### src/rtl/rr_mux41_stream.sv
// 4-to-1 round-robin stream mux with optional per-channel bursts. The output beat is registered and tagged with its source.
// Latency 1 cycle from input accept to output beat; in_ready is gated by the output slot being free or draining.
module rr_mux41_stream #(
  parameter int DATA_W    = 8,
  parameter int BURST_LEN = 1
) (
  input  logic                  clk,
  input  logic                  rst_n,
  input  logic [3:0]            in_valid,
  input  logic [4*DATA_W-1:0]   in_data,
  output logic [3:0]            in_ready,
  output logic                  out_valid,
  output logic [DATA_W-1:0]     out_data,
  output logic [1:0]            out_sel,
  input  logic                  out_ready
);

  typedef enum logic {ARB, HOLD} state_t;

  localparam logic [7:0] BURST_C = 8'(BURST_LEN);

  state_t              state_q, state_d;
  logic [1:0]          rr_ptr_q, rr_ptr_d;
  logic [1:0]          cur_ch_q, cur_ch_d;
  logic [7:0]          beat_cnt_q, beat_cnt_d;
  logic                out_valid_q, out_valid_d;
  logic [DATA_W-1:0]   out_data_q, out_data_d;
  logic [1:0]          out_sel_q, out_sel_d;

  logic                load_en;
  logic                hold_hit;
  logic                grant_vld;
  logic [1:0]          grant_idx;
  logic [1:0]          search_base;
  logic [1:0]          probe_idx;
  logic                xfer;
  logic [7:0]          cnt_inc;

  // A HOLD whose owner went idle searches from the owner's successor in the same cycle.
  always_comb begin
    load_en     = !out_valid_q || out_ready;
    hold_hit    = (state_q == HOLD) && in_valid[cur_ch_q];
    search_base = (state_q == HOLD) ? cur_ch_q + 2'd1 : rr_ptr_q;
    grant_vld   = hold_hit;
    grant_idx   = cur_ch_q;
    probe_idx   = 2'd0;
    if (!hold_hit) begin
      for (int i = 3; i >= 0; i--) begin
        probe_idx = search_base + 2'(i);
        if (in_valid[probe_idx]) begin
          grant_vld = 1'b1;
          grant_idx = probe_idx;
        end
      end
    end
    xfer     = load_en && grant_vld;
    in_ready = (rst_n && xfer) ? (4'b0001 << grant_idx) : 4'b0000;
    cnt_inc  = beat_cnt_q + 8'd1;
  end

  always_comb begin
    state_d     = state_q;
    rr_ptr_d    = rr_ptr_q;
    cur_ch_d    = cur_ch_q;
    beat_cnt_d  = beat_cnt_q;
    out_valid_d = out_valid_q;
    out_data_d  = out_data_q;
    out_sel_d   = out_sel_q;
    if (xfer) begin
      out_valid_d = 1'b1;
      out_data_d  = in_data[int'(grant_idx)*DATA_W +: DATA_W];
      out_sel_d   = grant_idx;
      if (hold_hit) begin
        beat_cnt_d = cnt_inc;
        if (cnt_inc == BURST_C) begin
          rr_ptr_d = cur_ch_q + 2'd1;
          state_d  = ARB;
        end
      end else begin
        cur_ch_d   = grant_idx;
        beat_cnt_d = 8'd1;
        if (BURST_C == 8'd1) begin
          rr_ptr_d = grant_idx + 2'd1;
          state_d  = ARB;
        end else begin
          state_d  = HOLD;
        end
      end
    end else if (load_en) begin
      out_valid_d = 1'b0;
      if (state_q == HOLD) begin
        rr_ptr_d = cur_ch_q + 2'd1;
        state_d  = ARB;
      end
    end
  end

  always_ff @(posedge clk or negedge rst_n) begin
    if (!rst_n) begin
      state_q     <= ARB;
      rr_ptr_q    <= 2'd0;
      cur_ch_q    <= 2'd0;
      beat_cnt_q  <= 8'd0;
      out_valid_q <= 1'b0;
      out_data_q  <= '0;
      out_sel_q   <= 2'd0;
    end else begin
      state_q     <= state_d;
      rr_ptr_q    <= rr_ptr_d;
      cur_ch_q    <= cur_ch_d;
      beat_cnt_q  <= beat_cnt_d;
      out_valid_q <= out_valid_d;
      out_data_q  <= out_data_d;
      out_sel_q   <= out_sel_d;
    end
  end

  assign out_valid = out_valid_q;
  assign out_data  = out_data_q;
  assign out_sel   = out_sel_q;

endmodule
### config.mk
export PLATFORM = sky130hd
export DESIGN_NAME = rr_mux41_stream
export DESIGN_NICKNAME = d
export VERILOG_FILES = /design/src/rtl/rr_mux41_stream.sv
export SDC_FILE = /design/constraint.sdc
export NUM_CORES = 1
export LEC_CHECK = 0
export CAP_MARGIN = 20
export CORE_MARGIN = 2
export CORE_UTILIZATION = 41
export DETAILED_ROUTE_END_ITERATION = 6
export GPL_TIMING_DRIVEN = 0
export PLACE_DENSITY = 0.86
export SETUP_SLACK_MARGIN = 0.15
export SLEW_MARGIN = 40
export SYNTH_ARGS = -nofsm -noshare
export SYNTH_HDL_FRONTEND = slang
export SYNTH_SLANG_ARGS = --single-unit
### constraint.sdc
create_clock -name clk -period 3.6 [get_ports clk]
set_input_delay 0.72 -clock clk [delete_from_list [all_inputs] [get_ports clk]]
set_output_delay 0.72 -clock clk [all_outputs]
set_load 0.02 [all_outputs]
==> impl_metrics.yaml <==
run_status:
  status: "finished clean"
grt:
  grt_pass1_wl_um: 4409
  grt_pass1_vias: 1022
  overflow: 0
  grt_use_total: 0.2190
  grt_max_degree: 16
  grt_antenna_before_repair: 0
yosys:
  netlist_instances: 100
  synth_nets: 139
  syn_area_um2: 952.2
  synth_area_per_cell_um2: 9.522
  ys_warn_count: 0
  ys_seq_elements: 13
  ys_types: 34
  yosysSeqAreaShare: 0.3417
setup_path:
  crit_required_ps: 2880
  crit_arrival_ps: 2660
  ff2ff_path_depth: 6
  worst_setup_path_end_kind: "output pin"
  r2r_slack_ps: 1800
  startpoint_type: "primary input"
  cp_max_fo: 10
  r2r_start: "rr_ptr_q[1]"
  crit_chain: "clkdlybuf4s50_1 -> or2b_4 -> a21oi_2 -> a211o_4 -> buf_6 -> or2_4 -> nor2_2 -> dlygate4sd2_1"
  path_buf_inv: 3
  critPathTopFamily: "buffers and inverters"
  path_class: "in -> out"
  crit_path_max_incr_delay_ps: 470
  rr_endpoint: "out_data[0]"
  cp_slowest_cell: "clkdlybuf4s50_1"
min_path:
  hp-class: "reg -> reg"
  hold_path_end: "out_data[2]"
  hold_depth: 2
  hp-start: "out_data[2]"
sta:
  post-route-period-util: 0.9397
  rsz0062_at_grt: "yes"
  fmax_ghz: 0.2956
  hold_violations: 0
  period_minus_slack_ps: 3383
  tightestPinTransition_ps: 622.9
  fin_skew_ps: 1.041
  finalSetupTns_ps: 0
  relSlewSlack: 0.5835
  drv_slew: 0
  setup_violations: 0
drt:
  dr.pass1.iters: 4
  routedWlPerCell_um: 14.34
  drt_wl_total_um: 2653
  drt.antenna.violating_nets: 0
  num_vias: 973
  drc_errors: 0
  avgViaCountPerCell: 5.259
  drt-initial-drc-count: 12
cells_and_area:
  synthToLayoutAreaGrowth_pct: 62.81
  final_area_mm2: 0.001550
  most-common-layout-cells: "clkdlybuf4s50_1 (48), nand2_1 (16), mux2i_1 (16), dfrtp_1 (13), o221ai_1 (8)"
  multi_input_area_um2: 563.0
  seq_area_um2: 325.3
  final_common_cell: "clkdlybuf4s50_1"
  drive_gt1_frac: 0.1338
  finalNetCount: 197
  antenna_cells: 0
  fillers: 175
pwr:
  powerDensity_mw_per_mm2: 613.2
  peakVddDrop_uv: 376.7
  p_leak_nw: 0.6774
  finalPower_mw: 0.9506
placed_design:
  dp_hpwl_um: 2118
  port_buffers: 53
  gp_congestion: 0.6965
  place_area_mm2: 0.001518
clock_network:
  clk_latency_ps: 270
  hold_buffers: 0
  clock_path_buffers: 2
  cts_inserted_buffers: 3
  clockRootBuffer: "clkbuf_4"
  path_clk_slew_ps: 80
  htree_levels: 1
  clock-sinks: 13
  cts_tree: "done"
floorplan:
  initial_core_util: 0.4304
  pin_count: 54
  dieHeight_um: 52.19
  die_w_um: 52.19
  core_mm2: 0.002212
  dieArea_mm2: 0.002724
  num_rows: 17
job:
  max_cap_viol_count: 0
==> routing by layer <==
metal,track usage,part of all wire,wire [um],vias to the layer above
met1,0.2532,0.39,1024,444
met2,0.4051,0.53,1419,43
met3,0.05143,0.079,209,0
met4,0.05128,0,0,0
li1,-,-,-,486
met5,0,0,0,-
==> report_power, final <==
group	switching (mW)	total (mW)	internal, mW
Sequential	0.0402	0.248	0.208
Combinational	0.311	0.614	0.302
Clock	0.0459	0.0888	0.0429
==> per-stage QoR <==
stage	setup slack [ps]	utilization	cells	hold WS (ps)
floorplan	988.0	-	100	424.4
global placement	-29.81	0.6861	181	474.1
detailed placement	-64.96	0.6861	181	481.8
CTS	191.3	0.6985	185	502.8
global route	139.8	0.7008	185	538.1
finish	217.0	0.7008	185	496.9
==> cells in the mapped netlist, drive strengths merged <==
master,number,area share
and2,1,0.0066
nor2,9,0.041
a311oi,2,0.018
a31oi,2,0.020
nor3b,1,0.0079
a21o,2,0.016
nand2,16,0.063
o2bb2ai,1,0.0092
nor4,1,0.0066
dfrtp,13,0.34
or2,1,0.0092
inv,4,0.016
mux2i,16,0.17
a21oi,3,0.024
o21ai,5,0.034
a211o,1,0.018
nand2b,1,0.0066
nand3,3,0.021
or3,1,0.0066
o22ai,1,0.0066
or2b,1,0.012
o221ai,8,0.074
o21a,2,0.017
buf,5,0.058
==> sequential cells by signal, summed over array words and instances, names as in the netlist <==
register and flops:
out_valid 1, cur_ch_q 2, out_data 8, rr_ptr_q 2
==> worst reg2reg max path: cells and delay by family (launching register included) <==
family / cells / cell delay (ps)
buffers and inverters: 1 / 170
AOI/OAI and AO/OA: 4 / 910
and+or+nand+nor: 1 / 210
DFF: 1 / 380
==> worst max path at each step <==
stage	startpoint	to	slack, ps	cells after the start
floorplan	in_valid[0]	in_ready[1]	990	6
global placement	in_valid[0]	in_ready[3]	-30	8
detailed placement	in_valid[0]	in_ready[2]	-60	8
CTS	in_valid[3]	in_ready[3]	190	7
global route	in_valid[1]	in_ready[1]	140	8
finish	in_valid[0]	in_ready[1]	220	8
==> kinds of logic after synthesis <==
group,share of synthesized area
simple gates,0.1801
compound gates,0.2365
mux,0.1682
flops,0.3417
buf+inv,0.07358
==> area by class of cell <==
| cell class | count | share of cell area |
|---|---|---|
| multi-input combinational | 78 | 0.3632 |
| timing repair buffer | 53 | 0.3422 |
| inverter | 4 | 0.009685 |
| buffer | 5 | 0.03551 |
| tap | 28 | 0.02260 |
| sequential | 13 | 0.2098 |
| clock buffer | 4 | 0.01695 |
==> timing repair <==
| item | CTS | global route |
|---|---|---|
| setup buffers | 0 | 0 |
| resized for setup | 5 | 3 |
| setup endpoints to repair | 4 | 3 |
No activity file was read; power rests on OpenSTA's default activity.
